File: config.mk
export PLATFORM = sky130hd
export DESIGN_NAME = key_scan_debounce
export DESIGN_NICKNAME = d
export VERILOG_FILES = /design/src/rtl/key_pkg.sv /design/src/rtl/key_channel.sv /design/src/rtl/key_scan_debounce.sv
export SDC_FILE = /design/constraint.sdc
export NUM_CORES = 1
export LEC_CHECK = 0
export CAP_MARGIN = 20
export CORE_AREA = 2 2 138 140
export CTS_CLUSTER_SIZE = 30
export DETAILED_ROUTE_END_ITERATION = 7
export DIE_AREA = 0 0 140 142
export PLACE_DENSITY = 0.83
export RECOVER_POWER = 25
export SETUP_SLACK_MARGIN = 0.02
export SYNTH_ARGS = -nofsm -noshare
export SYNTH_HDL_FRONTEND = slang
export SYNTH_SLANG_ARGS = --single-unit
File: constraint.sdc
create_clock -name clk -period 3.3 [get_ports clk]
set_clock_uncertainty 0.2 [all_clocks]
set_input_delay 0.66 -clock clk [delete_from_list [all_inputs] [get_ports clk]]
set_output_delay 0.66 -clock clk [all_outputs]
set_load 0.01 [all_outputs]
File: src/rtl/key_pkg.sv
`default_nettype none
// ============================================================================
// Module      : key_pkg
// Description : Shared definitions for the key debouncer: channel FSM state
//               encoding, 50 MHz default timing constants and parameter
//               legality helpers.
// Revision    : 1.0 - initial release
// ============================================================================
package key_pkg;

  // Per-channel FSM states
  typedef enum logic [1:0] {
    KEY_IDLE       = 2'd0,
    KEY_PRESS_DB   = 2'd1,
    KEY_HELD       = 2'd2,
    KEY_RELEASE_DB = 2'd3
  } key_fsm_e;

  // Default timing at 50 MHz: 20 ms debounce, 1 s long press, 200 ms repeat
  localparam int KEY_DEF_DEBOUNCE_CYC = 1_000_000;
  localparam int KEY_DEF_LONG_CYC     = 50_000_000;
  localparam int KEY_DEF_REPEAT_CYC   = 10_000_000;

  // Larger of two cycle counts, used to size the shared hold counter
  function automatic int key_max(input int a, input int b);
    return (a > b) ? a : b;
  endfunction

  // Debounce needs at least a 1-bit counter, long press at least one cycle,
  // repeat period may be zero (disabled) but never negative.
  function automatic bit key_params_ok(input int n_keys, input int debounce_cyc,
                                       input int long_cyc, input int repeat_cyc);
    return (n_keys >= 1) && (debounce_cyc >= 2) && (long_cyc >= 1) && (repeat_cyc >= 0);
  endfunction

endpackage
`default_nettype wire

File: src/rtl/key_channel.sv
`default_nettype none
// ============================================================================
// Module      : key_channel
// Description : One key channel: 2-FF synchroniser, polarity normalisation,
//               press/release debounce FSM, hold counter for long-press and
//               auto-repeat pulses. All outputs are registered.
// Revision    : 1.0 - initial release
// ============================================================================
module key_channel
  import key_pkg::*;
#(
  parameter int DEBOUNCE_CYC = KEY_DEF_DEBOUNCE_CYC,
  parameter int LONG_CYC     = KEY_DEF_LONG_CYC,
  parameter int REPEAT_CYC   = KEY_DEF_REPEAT_CYC,
  parameter bit ACTIVE_LOW   = 1'b1
) (
  input  logic clk,
  input  logic rst,
  input  logic key_in,
  output logic key_state,
  output logic press_pulse,
  output logic release_pulse,
  output logic long_pulse,
  output logic repeat_pulse
);

  localparam int DB_W   = $clog2(DEBOUNCE_CYC);
  localparam int HOLD_W = $clog2(key_max(LONG_CYC, REPEAT_CYC) + 1);

  // Terminal counts: a counter sitting at *_LAST on an active edge completes
  // its interval on that edge.
  localparam logic [DB_W-1:0]   DB_LAST     = DB_W'(DEBOUNCE_CYC - 1);
  localparam logic [HOLD_W-1:0] LONG_LAST   = HOLD_W'(LONG_CYC - 1);
  // Only meaningful when REPEAT_CYC is non-zero; the repeat branch is
  // guarded by that condition.
  localparam logic [HOLD_W-1:0] REPEAT_LAST = HOLD_W'(REPEAT_CYC - 1);

  // Released pin level, used to preset the synchroniser so reset never
  // looks like a press.
  localparam logic [1:0] SYNC_IDLE = {2{ACTIVE_LOW}};

  logic [1:0]        sync_q, sync_d;
  key_fsm_e          state_q, state_d;
  logic [DB_W-1:0]   db_cnt_q, db_cnt_d;
  logic [HOLD_W-1:0] hold_cnt_q, hold_cnt_d;
  logic              long_done_q, long_done_d;
  logic              key_state_q, key_state_d;
  logic              press_q, press_d;
  logic              release_q, release_d;
  logic              long_q, long_d;
  logic              repeat_q, repeat_d;
  logic              key_s;

  // Synchroniser shift and polarity normalisation (key_s = 1 when pressed)
  always_comb begin
    sync_d = {sync_q[0], key_in};
    key_s  = sync_q[1] ^ ACTIVE_LOW;
  end

  // Next-state, counter and pulse logic for the debounce/hold FSM
  always_comb begin
    state_d     = state_q;
    db_cnt_d    = db_cnt_q;
    hold_cnt_d  = hold_cnt_q;
    long_done_d = long_done_q;
    key_state_d = key_state_q;
    press_d     = 1'b0;
    release_d   = 1'b0;
    long_d      = 1'b0;
    repeat_d    = 1'b0;

    case (state_q)
      KEY_IDLE: begin
        key_state_d = 1'b0;
        if (key_s) begin
          state_d  = KEY_PRESS_DB;
          db_cnt_d = '0;
        end
      end

      KEY_PRESS_DB: begin
        if (!key_s) begin
          state_d = KEY_IDLE;
        end else if (db_cnt_q == DB_LAST) begin
          state_d     = KEY_HELD;
          press_d     = 1'b1;
          key_state_d = 1'b1;
          hold_cnt_d  = '0;
          long_done_d = 1'b0;
        end else begin
          db_cnt_d = db_cnt_q + 1'b1;
        end
      end

      KEY_HELD: begin
        // A release takes priority; the hold count does not advance on the
        // edge that leaves HELD, so RELEASE_DB time shifts later pulses.
        if (!key_s) begin
          state_d  = KEY_RELEASE_DB;
          db_cnt_d = '0;
        end else if (!long_done_q) begin
          if (hold_cnt_q == LONG_LAST) begin
            long_d      = 1'b1;
            long_done_d = 1'b1;
            hold_cnt_d  = '0;
          end else begin
            hold_cnt_d = hold_cnt_q + 1'b1;
          end
        end else if (REPEAT_CYC != 0) begin
          // Counter reloads each repeat period, so it never wraps.
          if (hold_cnt_q == REPEAT_LAST) begin
            repeat_d   = 1'b1;
            hold_cnt_d = '0;
          end else begin
            hold_cnt_d = hold_cnt_q + 1'b1;
          end
        end
        // With repeat disabled the count simply stays frozen after long.
      end

      KEY_RELEASE_DB: begin
        // Hold count frozen here; a bounce back resumes it unchanged.
        if (key_s) begin
          state_d = KEY_HELD;
        end else if (db_cnt_q == DB_LAST) begin
          state_d     = KEY_IDLE;
          release_d   = 1'b1;
          key_state_d = 1'b0;
        end else begin
          db_cnt_d = db_cnt_q + 1'b1;
        end
      end

      default: begin
        state_d     = KEY_IDLE;
        key_state_d = 1'b0;
      end
    endcase
  end

  // State and output registers; reset drops any press without a release
  always_ff @(posedge clk) begin
    if (!rst) begin
      sync_q      <= SYNC_IDLE;
      state_q     <= KEY_IDLE;
      db_cnt_q    <= '0;
      hold_cnt_q  <= '0;
      long_done_q <= 1'b0;
      key_state_q <= 1'b0;
      press_q     <= 1'b0;
      release_q   <= 1'b0;
      long_q      <= 1'b0;
      repeat_q    <= 1'b0;
    end else begin
      sync_q      <= sync_d;
      state_q     <= state_d;
      db_cnt_q    <= db_cnt_d;
      hold_cnt_q  <= hold_cnt_d;
      long_done_q <= long_done_d;
      key_state_q <= key_state_d;
      press_q     <= press_d;
      release_q   <= release_d;
      long_q      <= long_d;
      repeat_q    <= repeat_d;
    end
  end

  assign key_state     = key_state_q;
  assign press_pulse   = press_q;
  assign release_pulse = release_q;
  assign long_pulse    = long_q;
  assign repeat_pulse  = repeat_q;

endmodule
`default_nettype wire

File: src/rtl/key_scan_debounce.sv
`default_nettype none
// ============================================================================
// Module      : key_scan_debounce
// Description : N-channel push-button debouncer and event generator. Each
//               key is handled by an independent key_channel instance.
// Revision    : 1.0 - initial release
// ============================================================================
module key_scan_debounce
  import key_pkg::*;
#(
  parameter int N_KEYS       = 4,
  parameter int DEBOUNCE_CYC = KEY_DEF_DEBOUNCE_CYC,
  parameter int LONG_CYC     = KEY_DEF_LONG_CYC,
  parameter int REPEAT_CYC   = KEY_DEF_REPEAT_CYC,
  parameter bit ACTIVE_LOW   = 1'b1
) (
  input  logic              clk,
  input  logic              rst,
  input  logic [N_KEYS-1:0] key_in,
  output logic [N_KEYS-1:0] key_state,
  output logic [N_KEYS-1:0] press_pulse,
  output logic [N_KEYS-1:0] release_pulse,
  output logic [N_KEYS-1:0] long_pulse,
  output logic [N_KEYS-1:0] repeat_pulse
);

  // Reject illegal timing parameters at elaboration
  if (!key_params_ok(N_KEYS, DEBOUNCE_CYC, LONG_CYC, REPEAT_CYC)) begin : g_param_error
    $error("key_scan_debounce: illegal parameters (N_KEYS>=1, DEBOUNCE_CYC>=2, LONG_CYC>=1, REPEAT_CYC>=0)");
  end

  // One independent channel per key, bit-sliced onto the port vectors
  for (genvar i = 0; i < N_KEYS; i++) begin : g_chan
    key_channel #(
      .DEBOUNCE_CYC (DEBOUNCE_CYC),
      .LONG_CYC     (LONG_CYC),
      .REPEAT_CYC   (REPEAT_CYC),
      .ACTIVE_LOW   (ACTIVE_LOW)
    ) u_chan (
      .clk           (clk),
      .rst           (rst),
      .key_in        (key_in[i]),
      .key_state     (key_state[i]),
      .press_pulse   (press_pulse[i]),
      .release_pulse (release_pulse[i]),
      .long_pulse    (long_pulse[i]),
      .repeat_pulse  (repeat_pulse[i])
    );
  end

endmodule
`default_nettype wire

==> reports/results.tsv, run 1 <==
stage	metric	value	unit
die	fp-row-count	50	
yosys	yosysUniqueCellTypes	71	
die	ioPinCount	26	
clock_tree	clk_pin_slew	0.06	ns
clock_tree	cts.sinks	224	
clock_tree	cts-buffers-inserted	24	
routing	antenna_left	0	
worst_setup_path	r2r_start	g_chan[1].u_chan.hold_cnt_q[11]$_SDFFE_PN0P_	
routing	route.met3.wl	1190	um
global_route	gr-total-overflow	0	
worst_setup_path	path_max_fanout	9	
global_route	antenna_found_initial	0	
placed_design	gp_congestion	0.9567	
worst_setup_path	reg2reg_to	g_chan[1].u_chan.hold_cnt_q[11]$_SDFFE_PN0P_	
outcome	status	finished, violations left	
routing	wl_met1	10880	um
clock_tree	htreeDepth	1	
worst_setup_path	cp_slowest_cell	nor4_1	
timing	hold_viol_final	0	
timing	tightest_slew	1.267	ns
clock_tree	post_cts_resized	0	
yosys	ys.flop_type	dfxtp_1	
yosys	syn_area_per_cell	8.356	sq um
routing	wl_per_cell	15.07	um
yosys	synth_warnings	0	
worst_setup_path	end_kind	register	
global_route	globalRouteTotalUtil	23.15	%
die	start_util	59.18	%
worst_setup_path	rr_worst_depth	6	
routing	vias	9383	
run	cap_violations	0	
worst_setup_path	cp-endpoint	g_chan[1].u_chan.hold_cnt_q[11]$_SDFFE_PN0P_	
cells_and_area	mostFrequentLayoutCells	dfxtp_1 (224), nor2_1 (191), nand2_1 (114), xor2_1 (86), nand3_1 (78)	
clock_tree	cts_hold_buffers	0	
cells_and_area	final_common_cell	dfxtp_1	
worst_setup_path	startpoint	g_chan[1].u_chan.hold_cnt_q[11]$_SDFFE_PN0P_	
timing	final_max_slew_viol_count	0	
routing	top_layer	met4	
placed_design	dp_cells	1508	
yosys	synth_edf_count	0	
cells_and_area	n_antenna_cell	0	
outcome	violations	DRC	
timing	max_freq	342.6	MHz
global_route	grt_pass1_wl	39990	um
routing	wl_met2	10970	um
timing	period_minus_slack	2.919	ns
yosys	postSynth.asyncResetShare	0	%
placed_design	post-place-ws	0.6012	ns
worst_setup_path	cp.required	3.49	ns
yosys	synth_top_family_by_area	simple AND/OR/NAND/NOR gates	
power	p_per_area	464.2	nW/um^2
timing	setup_violations	0	
yosys	synth-seq-area-share	41.06	%
yosys	synth-seq-cells	224	
worst_setup_path	arrival	3.11	ns
routing	drtIter0Drc	599	
worst_hold_path	worstHoldPathCells	1	
worst_setup_path	cp-start-kind	register	
clock_tree	cts_tree	built	
routing	first_pass_iters	8	
yosys	synth-compound-area-share	9.635	%
yosys	synth_xor_area_share	10.91	%
yosys	synthMuxAreaShare	0.2749	%
routing	finalWirelength	23400	um
worst_setup_path	rrSetupSlack	0.38	ns
die	fp.coreArea	18460	sq um
timing	period_share	88.45	%
yosys	synth_top_area_share	41.06	%
routing	drc	4	
power	power_leakage	0.003958	uW
die	dieArea	19880	sq um
clock_tree	clock_latency	0.52	ns
die	die_h	142	um
cells_and_area	syn2layout_area_growth	10.00	%
cells_and_area	stdcell_count	1553	
cells_and_area	drive_above_1_share	5.534	%
timing	fin_ws	0.3812	ns
placed_design	hpwl	15600	um
clock_tree	cts.path.max_buffers	3	
timing	fin_setup_tns	0	ns
yosys	synthAdderAreaFrac	0.9165	%
yosys	synth.net_count	1321	
clock_tree	root_buffer	clkbuf_16	
yosys	synthSimpleGateAreaFrac	33.27	%
die	fp.dieW	140	um
worst_setup_path	critPathKind	reg2reg	
global_route	grt_pass1_vias	8743	
cells_and_area	fin_nets	1315	
global_route	grt_max_degree	27	
yosys	yosysTopAreaCell	dfxtp_1	
yosys	synthCells	1307	
timing	rsz0062_at_grt	no	
timing	maxSlewHeadroom	15.51	%
worst_hold_path	min_path_type	reg2reg	
worst_setup_path	cp_cell_sequence	or4_1 > nor4_1 > a21boi_2 > or2_1 > o21ai_0 > o21a_1	
yosys	synth_area	10920	sq um
clock_tree	post_cts_buffers	0	
routing	routed_via_density	6.042	
yosys	synth_area_leaders	dfxtp_1 (41%), xor2_1 (6.9%), nor2_1 (6.6%)	
power	finalPower	5577	uW
placed_design	io_buffers	25	
power	ir_drop	378.9	uV
worst_setup_path	slowest_delay	0.57	ns
[synth_stat cells, types with 10 or more instances]
library cell	n
nor2_1	191
o21ai_0	37
a31oi_1	11
buf_4	20
o2111ai_1	10
nand4_1	60
nor4_1	20
and4_1	20
inv_1	14
nand2b_1	11
xnor2_1	50
xor2_1	86
nor3_1	46
and3_1	43
clkbuf_1	40
nand3_1	78
buf_2	11
o21a_1	10
or3_1	12
nor4b_1	12
dfxtp_1	224
nand2_1	114
a21oi_1	41
or4_1	10
[critical path, delay by kind of cell (launching register included)]
family,cells,cell delay (ns)
compound gates,3,0.80
flops,1,0.37
simple gates,3,1.43
[power breakdown]
group | switching, uW | internal, uW
Sequential | 9.66 | 2710
Clock | 1070 | 1690
Combinational | 69.7 | 24.0
Total | 1150 | 4430
[routing by layer]
metal / track usage, % / up-vias
met5: 0 / -
met4: 5.795 / 0
met3: 3.802 / 40
met2: 39.33 / 236
met1: 31.04 / 4451
li1: - / 4656
[logic make-up after synthesis]
group / after synthesis
simple gates: 685
flops: 224
compound gates: 162
xor+xnor: 136
buf+inv: 89
fa+ha+maj: 8
mux: 3
[metrics by stage]
| stage | area (sq um) | hold slack (ns) | util, % |
|---|---|---|---|
| after floorplan | 10920 | 0.1863 | - |
| after global placement | 11200 | 0.1876 | 60.67 |
| after detailed placement | 11220 | 0.1940 | 60.79 |
| after CTS | 12040 | 0.2075 | 65.24 |
| after global routing | 12010 | 0.2328 | 65.10 |
| final | 12010 | 0.2051 | 65.10 |
[state kept, by name (all words and copies together), names as in the netlist, named ones only]
signal / count
g_chan.u_chan.db_cnt_q: 80
g_chan.u_chan.hold_cnt_q: 104
g_chan.u_chan.key_state: 4
g_chan.u_chan.long_done_q: 4
g_chan.u_chan.long_pulse: 4
g_chan.u_chan.press_pulse: 4
g_chan.u_chan.release_pulse: 4
g_chan.u_chan.repeat_pulse: 4
g_chan.u_chan.state_q: 4
g_chan.u_chan.sync_q: 8
[final cells by class]
| class | instances | area (sq um) |
|---|---|---|
| clock inverters | 10 | 131.4 |
| fillers | 1518 | 6441 |
| inverters | 15 | 56.30 |
| repair buffers | 42 | 352.8 |
| flip-flops and latches | 224 | 4484 |
| multi-input cells | 994 | 6007 |
| clock buffers | 34 | 689.4 |
| well taps | 234 | 292.8 |
[worst min-delay path by stage]
stage | startpoint | endpoint | slack (ns)
5_1_grt | g_chan[1].u_chan.sync_q[0]$_SDFF_PN1_ | g_chan[1].u_chan.sync_q[1]$_SDFF_PN1_ | 0.23
2_1_floorplan | g_chan[0].u_chan.sync_q[0]$_SDFF_PN1_ | g_chan[0].u_chan.sync_q[1]$_SDFF_PN1_ | 0.19
3_5_place_dp | g_chan[1].u_chan.sync_q[0]$_SDFF_PN1_ | g_chan[1].u_chan.sync_q[1]$_SDFF_PN1_ | 0.19
6_report | g_chan[1].u_chan.sync_q[0]$_SDFF_PN1_ | g_chan[1].u_chan.sync_q[1]$_SDFF_PN1_ | 0.21
4_1_cts | g_chan[1].u_chan.sync_q[0]$_SDFF_PN1_ | g_chan[1].u_chan.sync_q[1]$_SDFF_PN1_ | 0.21
3_3_place_gp | g_chan[1].u_chan.sync_q[0]$_SDFF_PN1_ | g_chan[1].u_chan.sync_q[1]$_SDFF_PN1_ | 0.19
(Power assumes the default switching activity.)
==> run 2: changes to the inputs <==
SLEW_MARGIN = 20   (was unset)
==> run 2 against run 1 <==
  * The flow finishes with violations (DRC, capacitance limit, slew limit)
  * Largest power group unchanged
  * Highest routed layer unchanged
  * Maximum frequency increased by 2.4%
  * Setup slack improved by 0.068 ns
  * Via count decreased by 0.58%
  * Die area unchanged
  * Utilization about the same
  * Register-to-register slack improved by 0.09 ns
  * Worst hold slack about the same
  * Sequential cell count unchanged
==> reports/results.tsv, run 2 (synthesis gave the netlist of run 1 again) <==
stage	metric	value	unit
timing	fin_setup_tns	0	ns
worst_setup_path	cp_slowest_cell	clkbuf_1	
clock_tree	cts-buffers-inserted	24	
outcome	violations	DRC, capacitance limit, slew limit	
global_route	gr-total-overflow	0	
power	finalPower	5611	uW
timing	max_freq	350.7	MHz
routing	finalWirelength	23120	um
global_route	antenna_found_initial	0	
power	p_switching	1193	uW
power	clkPwrFrac	49.9	%
routing	wl_per_cell	14.93	um
timing	setup_violations	0	
placed_design	dp_cells	1506	
routing	routed_via_density	6.023	
placed_design	io_buffers	25	
power	ir_drop	387.8	uV
power	power_leakage	0.003964	uW
cells_and_area	ff_latch_area	4484	sq um
worst_hold_path	min_path_type	reg2reg	
power	p_per_area	467.0	nW/um^2
power	combPwrFrac	1.6	%
clock_tree	cts_hold_buffers	0	
cells_and_area	stdcell_area	12020	sq um
timing	period_share	86.40	%
die	die_h	142	um
timing	tightest_slew	1.946	ns
timing	maxSlewHeadroom	-31.13	%
clock_tree	cts.sinks	224	
clock_tree	post_cts_buffers	0	
timing	rsz0062_at_grt	no	
cells_and_area	top_register	g_chan.u_chan.hold_cnt_q	
global_route	grt_pass1_wl	39820	um
routing	first_pass_iters	7	
run	cap_violations	1	
power	power.internal	4419	uW
global_route	grt_max_degree	27	
worst_setup_path	cp-start-kind	input port	
worst_setup_path	cp.required	3.54	ns
die	fp.coreArea	18460	sq um
clock_tree	cts.path.max_buffers	3	
outcome	status	finished, violations left	
worst_setup_path	arrival	3.09	ns
routing	vias	9329	
timing	final_max_slew_viol_count	19	
cells_and_area	stdcell_count	1549	
worst_setup_path	slowest_delay	1.06	ns
cells_and_area	largest_register_ffs	104	
timing	period_minus_slack	2.851	ns
cells_and_area	fin_nets	1312	
power	seqPwrFrac	48.5	%
die	fp-row-count	50	
placed_design	hpwl	15480	um
clock_tree	root_buffer	clkbuf_16	
worst_setup_path	cp_num_buf_inv	3	
cells_and_area	nFillCells	1537	
cells_and_area	n_antenna_cell	0	
global_route	grt_pass1_vias	8615	
worst_setup_path	critPathKind	in2reg	
worst_setup_path	cp_cell_sequence	clkbuf_1 > clkbuf_1 > o21ai_0 > clkbuf_2 > a21oi_1	
clock_tree	post_cts_resized	0	
worst_setup_path	path_delay_family	buffers and inverters	
worst_setup_path	path_max_fanout	26	
die	ioPinCount	26	
die	fp.dieW	140	um
routing	antenna_left	0	
routing	drtIter0Drc	589	
timing	hold_viol_final	0	
clock_tree	htreeDepth	1	
cells_and_area	syn2layout_area_growth	10.01	%
worst_setup_path	end_kind	register	
global_route	globalRouteTotalUtil	23.06	%
cells_and_area	multi_input_area	6015	sq um
power	p_sw_share	21.25	%
placed_design	post_dp_cell_area	11200	sq um
routing	drc	4	
cells_and_area	drive_above_1_share	6.008	%
placed_design	gp_congestion	0.9567	
worst_setup_path	critPathMostFrequentCell	clkbuf_1	
clock_tree	clk_pin_slew	0.06	ns
die	start_util	59.18	%
cells_and_area	mostFrequentLayoutCells	dfxtp_1 (224), nor2_1 (191), nand2_1 (114), xor2_1 (86), nand3_1 (78)	
timing	finalHoldWorstSlack	0.2052	ns
clock_tree	cts_tree	built	
clock_tree	clock_latency	0.52	ns
cells_and_area	top_regs	g_chan.u_chan.hold_cnt_q: 104 flops, g_chan.u_chan.db_cnt_q: 80 flops, g_chan.u_chan.sync_q: 8 flops	
cells_and_area	final_common_cell	dfxtp_1	
die	dieArea	19880	sq um
[run 2: cell count changes in the layout (fill, tap and decap cells not counted), sizes merged]
| cell | before | now |
|---|---|---|
| buf | 11 | 9 |
| dlygate4sd3 | 10 | 12 |
| clkdlybuf4s50 | 14 | 12 |
| clkbuf | 41 | 34 |
| inv | 14 | 15 |
| clkinv | 7 | 9 |
| clkinvlp | 1 | 3 |
[run 2: per-stage QoR]
step           worst slack [ns]  util, %
4_1_cts                  0.5991    65.24
2_1_floorplan            0.8614        -
3_3_place_gp             0.7487    60.67
5_1_grt                  0.2433    65.11
6_report                 0.4487    65.11
3_5_place_dp             0.6015    60.71
[run 2: metal layers]
metal | share of wire, % | vias to the layer above | GRT usage, %
met1 | 47 | 4416 | 31.24
met5 | 0 | - | 0
met4 | 1.9 | 0 | 6.007
met3 | 4.6 | 41 | 3.668
met2 | 46 | 220 | 38.76
li1 | - | 4652 | -
[run 2: final timing paths]
kind,start,end,slack [ns],depth (start not counted)
worst min-delay path,g_chan[1].u_chan.sync_q[0]$_SDFF_PN1_,g_chan[1].u_chan.sync_q[1]$_SDFF_PN1_,0.21,1
worst max register to register,g_chan[1].u_chan.hold_cnt_q[0]$_SDFFE_PN0P_,g_chan[1].u_chan.hold_cnt_q[11]$_SDFFE_PN0P_,0.47,7
worst max-delay path,rst,g_chan[0].u_chan.db_cnt_q[17]$_SDFFE_PN0P_,0.45,5
worst min register to register,g_chan[1].u_chan.sync_q[0]$_SDFF_PN1_,g_chan[1].u_chan.sync_q[1]$_SDFF_PN1_,0.21,1
[run 2: power by group through the flow]
stage	logic, uW	registers [uW]	clock network, uW
after detailed placement	93.2	2780	0
final	90.9	2720	2800
after CTS	93.9	2720	2840
after floorplan	67.3	2770	0
after global routing	100	2720	2960
after global placement	91.5	2780	0
[run 2: cell type report]
cell class / count / area share [%]
Clock inverter: 15 / 1.406
Inverter: 15 / 0.4686
Sequential cell: 224 / 37.32
Tap cell: 234 / 2.437
Clock buffer: 28 / 5.550
Multi-Input combinational cell: 994 / 50.06
Timing Repair Buffer: 39 / 2.760
